**config.mk**
```make
export PLATFORM = sky130hd
export DESIGN_NAME = uart_rx
export DESIGN_NICKNAME = d
export VERILOG_FILES = /design/src/rtl/uart_rx.sv
export SDC_FILE = /design/constraint.sdc
export NUM_CORES = 1
export LEC_CHECK = 0
export ABC_AREA = 0
export ABC_CLOCK_PERIOD_IN_PS = 5290
export CAP_MARGIN = 5
export CORE_MARGIN = 3
export CORE_UTILIZATION = 55
export CTS_BUF_LIST = sky130_fd_sc_hd__clkbuf_4 sky130_fd_sc_hd__clkbuf_8 sky130_fd_sc_hd__clkbuf_16
export CTS_CLUSTER_SIZE = 25
export DETAILED_ROUTE_END_ITERATION = 12
export MAX_ROUTING_LAYER = met4
export PLACE_DENSITY = 0.79
export SYNTH_ARGS = -nofsm -noshare
export SYNTH_HDL_FRONTEND = slang
export SYNTH_SLANG_ARGS = --single-unit
```
**constraint.sdc**
```tcl
create_clock -name CLK -period 5.29 [get_ports CLK]
set_input_delay 0.529 -clock CLK [delete_from_list [all_inputs] [get_ports CLK]]
set_output_delay 0.529 -clock CLK [all_outputs]
set_load 0.1 [all_outputs]
```
**src/rtl/uart_rx.sv**
```systemverilog
// 8N1 UART receiver: 2-FF synchronised RXD, mid-bit sampling, single-entry
// holding register on a valid/ready interface with framing-error and overrun pulses.
`timescale 1ns/1ps
module uart_rx #(
    parameter int unsigned CLK_FREQ_HZ = 12_000_000,
    parameter int unsigned BAUD_RATE   = 115200
) (
    input  logic       CLK,
    input  logic       RESET,
    input  logic       RXD,
    output logic [7:0] rx_data,
    output logic       rx_valid,
    input  logic       rx_ready,
    output logic       frame_err,
    output logic       overrun
);

    localparam int unsigned CLKS_PER_BIT = CLK_FREQ_HZ / BAUD_RATE;
    localparam int unsigned HALF         = CLKS_PER_BIT / 2;
    localparam int unsigned CW           = $clog2(CLKS_PER_BIT);
    localparam logic [CW-1:0] CNT_LAST   = CW'(CLKS_PER_BIT - 1);
    localparam logic [CW-1:0] CNT_HALF   = CW'(HALF - 1);

    if (CLKS_PER_BIT < 4) begin : g_cpb_check
        $error("uart_rx: CLKS_PER_BIT must be >= 4");
    end

    typedef enum logic [2:0] {HUNT, IDLE, START, DATA, STOP} state_t;

    state_t        state, state_n;
    logic [1:0]    sync;
    logic          rxd_s;
    logic [CW-1:0] cnt, cnt_n;
    logic [2:0]    bitn, bitn_n;
    logic [7:0]    shift, shift_n;
    logic          deliver, ferr;
    logic          cnt_last;

    assign rxd_s    = sync[1];
    assign cnt_last = (cnt == CNT_LAST);

    always_ff @(posedge CLK or negedge RESET) begin
        if (!RESET) begin
            sync  <= '1;
            state <= HUNT;
            cnt   <= '0;
            bitn  <= '0;
            shift <= '0;
        end else begin
            sync  <= {sync[0], RXD};
            state <= state_n;
            cnt   <= cnt_n;
            bitn  <= bitn_n;
            shift <= shift_n;
        end
    end

    always_comb begin
        state_n = state;
        cnt_n   = cnt;
        bitn_n  = bitn;
        shift_n = shift;
        deliver = 1'b0;
        ferr    = 1'b0;
        case (state)
            HUNT: begin
                // Wait for a full bit-time of idle so mid-frame data is never taken as a start bit
                if (!rxd_s) begin
                    cnt_n = '0;
                end else if (cnt_last) begin
                    cnt_n   = '0;
                    state_n = IDLE;
                end else begin
                    cnt_n = cnt + CW'(1);
                end
            end
            IDLE: begin
                if (!rxd_s) begin
                    cnt_n   = '0;
                    state_n = START;
                end
            end
            START: begin
                if (cnt == CNT_HALF) begin
                    cnt_n   = '0;
                    bitn_n  = '0;
                    state_n = rxd_s ? IDLE : DATA;
                end else begin
                    cnt_n = cnt + CW'(1);
                end
            end
            DATA: begin
                if (cnt_last) begin
                    cnt_n   = '0;
                    shift_n = {rxd_s, shift[7:1]};
                    if (bitn == 3'd7) begin
                        state_n = STOP;
                    end else begin
                        bitn_n = bitn + 3'd1;
                    end
                end else begin
                    cnt_n = cnt + CW'(1);
                end
            end
            STOP: begin
                if (cnt_last) begin
                    cnt_n = '0;
                    if (rxd_s) begin
                        deliver = 1'b1;
                        state_n = IDLE;
                    end else begin
                        ferr    = 1'b1;
                        state_n = HUNT;
                    end
                end else begin
                    cnt_n = cnt + CW'(1);
                end
            end
            default: state_n = HUNT;
        endcase
    end

    // A consume on the same edge as a delivery frees the slot for the new byte
    always_ff @(posedge CLK or negedge RESET) begin
        if (!RESET) begin
            rx_data   <= '0;
            rx_valid  <= 1'b0;
            frame_err <= 1'b0;
            overrun   <= 1'b0;
        end else begin
            frame_err <= ferr;
            overrun   <= 1'b0;
            if (deliver) begin
                if (!rx_valid || rx_ready) begin
                    rx_data  <= shift;
                    rx_valid <= 1'b1;
                end else begin
                    overrun <= 1'b1;
                end
            end else if (rx_ready) begin
                rx_valid <= 1'b0;
            end
        end
    end

endmodule

```
== Word level (Yosys, flattened, before mapping) ==
Cells that the tools add are included.

* Add/subtract/negate cells: 2
* Multiply operators: 0
* Div/mod/pow operators: 0
* Order comparisons: 0
* Equal/unequal tests: 16
* Shift-type cells: 0
* Multiplexer cells: 30
* Bitwise gates (word level): 0
* Reduce and logical (&&, ||, !) cells: 13

{| class="wikitable"
|+ Operator list
! operator !! number
|-
| 3-bit two-way mux || 10
|-
| 7-bit two-way mux || 4
|-
| 7-bit case mux with 4 select lines || 1
|-
| 2-bit inequality test (second input constant) || 8
|-
| 3-bit case mux with 5 select lines || 1
|-
| 1-bit two-way mux || 12
|-
| 2-bit AND reduction || 4
|-
| 7-bit by 1-bit adder with 7-bit output (second input constant) || 1
|-
| 7-bit by 6-bit equality test with 1-bit output (second input constant) || 1
|-
| 7-bit equality test (second input constant) || 1
|-
| 7-bit AND reduction || 1
|-
| 3-bit by 2-bit equality test with 1-bit output (second input constant) || 2
|-
| 3-bit equality test (second input constant) || 2
|-
| 3-bit case mux with 2 select lines || 1
|-
| 4-bit AND reduction || 1
|-
| 2-bit nonzero test || 2
|-
| 4-bit nonzero test || 1
|-
| 3-bit by 1-bit adder with 3-bit output (second input constant) || 1
|-
| 3-bit by 1-bit equality test with 1-bit output (second input constant) || 1
|-
| 3-bit logical NOT || 1
|-
| 2-bit two-way mux || 1
|-
| 2-bit by 1-bit inequality test with 1-bit output (second input constant) || 1
|-
| 2-bit OR reduction || 1
|-
| 1-bit logical NOT || 1
|-
| 1-bit logical OR || 1
|}

* Register bits after elaboration: 34
* Latch bits: 0
* RAM bits: 0
* Memory bits (read-only): 0
* Bits of input ports: 4
* Output and inout bits: 11
* Word-level logic and storage cells: 70
* Memories: 0

== Logic depth before layout (Yosys ltp) ==
* Depth in word-level cells: 5
* Gate-level depth with buffers: 8

== Worst setup path before layout ==
No wires, ideal clock.

* Kind: register to register
* Start: register rx_valid
* End: register rx_data[0]
* Library setup time: 126 ps
* Arrival: 1,713 ps
* Data required time: 5,164 ps
* Path slack: 3,451 ps
* Stages on the path, launching flop included: 5
* Path buffers: 1
* Period minus slack after synthesis: 1,839 ps
* Cell sequence: dfrtp_1 -> nand2b_1 -> and3_4 -> buf_12 -> mux2_4

* Cells in the longest elaborated chain, start to end: 3

{| class="wikitable"
|+ RTL lines
! what !! line !! RTL
|-
| from (decl) || 12 || <nowiki>output logic rx_valid,</nowiki>
|-
| from (signal assigned) || 127 || <nowiki>rx_valid <= 1'b0;</nowiki>
|-
| from (signal assigned) || 136 || <nowiki>rx_valid <= 1'b1;</nowiki>
|-
| from (signal assigned) || 141 || <nowiki>rx_valid <= 1'b0;</nowiki>
|-
| 1-bit logical NOT || 134 || <nowiki>if (!rx_valid || rx_ready) begin</nowiki>
|-
| 1-bit logical OR || 134 ||
|-
| 2-bit AND reduction (no line) || - ||
|-
| to (signal assigned) || 135 || <nowiki>rx_data <= shift;</nowiki>
|-
| to (decl) || 11 || <nowiki>output logic [7:0] rx_data,</nowiki>
|}

Every way passes these cells.
A chain may end at the register's enable or synchronous reset.

== Worst setup path in the final report ==
* Start: register rx_data[5]
* End: output port rx_data[5]

No word-level cell between the ends.

==> summary.md <==
| Metric | Value |
|---|---|
| Post-CTS Hold Buffers | `0` |
| Mapped Area | `1680 um2` |
| Reg2Reg Depth | `6` |
| Syn_nets | `153` |
| Height of the die | `61.28 um` |
| Commonest cells after routing, fill and taps aside | `dfrtp_1 (32), clkdlybuf4s50_1 (14), nor2_1 (10)` |
| Mux cell area share after synthesis | `0.1310` |
| EDFF count, synth | `0` |
| Final Hold Fails | `0` |
| NetSw | `between 0.0001 and 0.00015 W` |
| Routed vias | `1159` |
| Worst-path maximum fanout | `2` |
| Synth Instances | `145` |
| WP data required | `4760 ps` |
| Unique masters post-synth | `44` |
| Pins over their slew limit | `0` |
| Setup Buffers After CTS | `0` |
| FF+latch count, synth | `34` |
| DRT Pass-1 Iters | `4` |
| CTS tree | `done` |
| Root Buffer | `clkbuf_4` |
| Final setup vio count | `0` |
| Vias in the first global route | `1067` |
| PwrDens | `234.6 nW/um2` |
| Share of layout cells above drive strength 1 | `0.2013` |
| Largest family of logic cells by synthesized area | `simple AND/OR/NAND/NOR gates` |
| Largest net degree at the start of global routing | `35` |
| Area share of and/or/nand/nor cells after synthesis | `0.1474` |
| Synth Area in Adders | `0.02978` |
| Slowest cell on crit path | `clkdlybuf4s50_1` |
| Rows | `19` |
| Synth warn | `0` |
| Peak supply drop | `0.1882 mV` |
| Die Area | `3755 um2` |
| Reg area | `853.3 um2` |
| P_int | `0.0003337 W` |
| DR WL/cell | `15.22 um` |
| Final HPWL DP | `2009 um` |
| Initial Util | `0.5940` |
| Ys flop type | `dfrtp_1` |
| First-pass GRT wire length | `slightly below 5000 um` |
| Clk network pwr share | `0.352` |
| Final core area utilization | `0.6590` |
| Path category of the worst min-delay check | `flop to flop` |
| Core area | `2829 um2` |
| Clock skew | `13.36 ps` |
| Worst relative slew slack | `0.3500` |
| Worst setup EP type | `primary output` |
| Total CTS buffers | `5` |
| Number of diodes | `0` |
| Status | `finished clean` |
| Logic pwr share | `0.038` |
| Worst-path clk slew | `approximately 110 ps` |
| CP Cell Sequence | `clkdlybuf4s50_1` |
| TNS Setup | `0 ps` |
| CP top delay family | `buffers and inverters` |
| Sequential Power Share | `0.610` |
| Startpoint Class | `flop` |
| Overflow after GRT | `0` |
| Synth Area in Compound Gates | `0.1169` |
| Leakage power | `approximately 0.85 nW` |
| Fin crit period | `2388 ps` |
| Multi-input logic area | `roughly 750 um2` |
| Most common cell after layout, fill and taps aside | `dfrtp_1` |
| Post-synthesis share of cell area spent on xor and xnor gates | `0.02085` |
| Initial antenna violation count | `0` |
| Max_cap viols | `0` |
| Layout fillers | `233` |
| DRC viols | `0` |
| Global placement routability congestion | `0.8794` |
| CTS H-tree depth | `2` |
| Syn_area_per_cell | `about 12 um2` |
| Crit-path max cell delay | `1140 ps` |
| Clk Latency, worst-skew pair | `between 300 and 400 ps` |
| WP depth | `1` |
| Port bufs | `14` |
| Routed Antenna Nets | `0` |
| Vias per cell | `6.100` |
| Tcrit/Tclk final | `0.4514` |
| Register area share after synthesis | `0.5078` |
| GRT Overall Usage | `0.1854` |
| Setup CP Type | `flop to primary output` |
| DIE WIDTH | `61.28 um` |
| # resized after CTS | `0` |
| Routed WL | `~2900 um` |
| RSZ-0062 raised after global routing | `false` |
| Sw Ratio | `0.2372` |
| Longest Clk Path Bufs | `2` |
| Nets | `166` |
| WP buf/inv | `1` |
| Crit path arrival time | `between 1500 and 2000 ps` |
| Layout area overhead | `10.95%` |
| Fmax | `0.4188 GHz` |
| Ys async rst share | `1.000` |
| Slew @ Worst Pin | `972.0 ps` |
| Clk sinks | `34` |
| Num ports | `15` |
| Hold Path Depth | `0` |
| Iter 0 DRT Violations | `48` |
final timing paths:
check,startpoint,to,slack [ps]
max,rx_data[5],rx_data[5],2900
min,sync[0],sync[1],360
max reg2reg,cnt[1],cnt[4],3210
min reg2reg,sync[0],sync[1],360
max in group asynchronous,RESET,sync[1],4380
min in group asynchronous,RESET,rx_data[2],570
logic make-up after synthesis:
group | Yosys count
simple gates | 45
flops | 34
compound gates | 29
mux | 17
buf+inv | 12
xor+xnor | 4
fa+ha+maj | 4
area by class of cell:
| cell class | count | share of cell area |
|---|---|---|
| Tap cell | 31 | 0.02081 |
| Clock buffer | 6 | 0.02752 |
| Sequential cell | 34 | 0.4577 |
| Timing Repair Buffer | 15 | 0.07919 |
| Clock inverter | 2 | 0.006711 |
| Inverter | 3 | 0.006040 |
| Multi-Input combinational cell | 99 | 0.4020 |
per-stage QoR:
step	total power, W	instances	hold slack [ps]	instance area (um2)	worst slack, ps
after floorplan	0.0002793	145	233.4	1680	3451
final	0.0004374	190	362.1	1864	2902
after CTS	0.0004406	190	362.8	1864	2885
after detailed placement	0.0002890	182	348.1	1800	3228
after global placement	0.0002883	182	346.1	1800	3304
after global routing	0.0004592	190	373.3	1864	2845
registers in the layout, summed over array words and instances (netlist names), 2 cells and up:
signal	count
bitn	3
cnt	7
rx_data	8
sync	2
state	3
shift	8
synth_stat cells, types with 3 or more instances:
master     n  share of area
dfrtp_1   32           0.48
nor2_1    10          0.022
o21ai_0    9          0.027
mux2_2     8          0.054
mux2_4     8          0.071
nand2_1    8          0.018
a21oi_1    6          0.018
buf_2      4          0.012
ha_1       4          0.030
nand3_1    4          0.012
xor2_1     4          0.021
inv_1      3         0.0067
nand2b_1   3          0.011
nor3_1     3         0.0089
o22ai_1    3          0.011
power by group through the flow:
| stage | Combinational, W | Sequential (W) | Clock, W |
|---|---|---|---|
| after global placement | 0.0000165 | 0.000272 | 0 |
| after global routing | 0.0000195 | 0.000268 | 0.000172 |
| final | 0.0000167 | 0.000267 | 0.000154 |
| after CTS | 0.0000173 | 0.000267 | 0.000156 |
| after floorplan | 0.00000962 | 0.000270 | 0 |
| after detailed placement | 0.0000170 | 0.000272 | 0 |
routing by layer:
| metal | up-vias | part of all wire | global-route usage |
|---|---|---|---|
| met5 | - | 0 | - |
| met4 | 0 | 0.016 | 0.06502 |
| met3 | 5 | 0.051 | 0.06499 |
| met2 | 34 | 0.48 | 0.2885 |
| met1 | 572 | 0.45 | 0.2231 |
| li1 | 548 | - | - |
(Power assumes the default switching activity.)
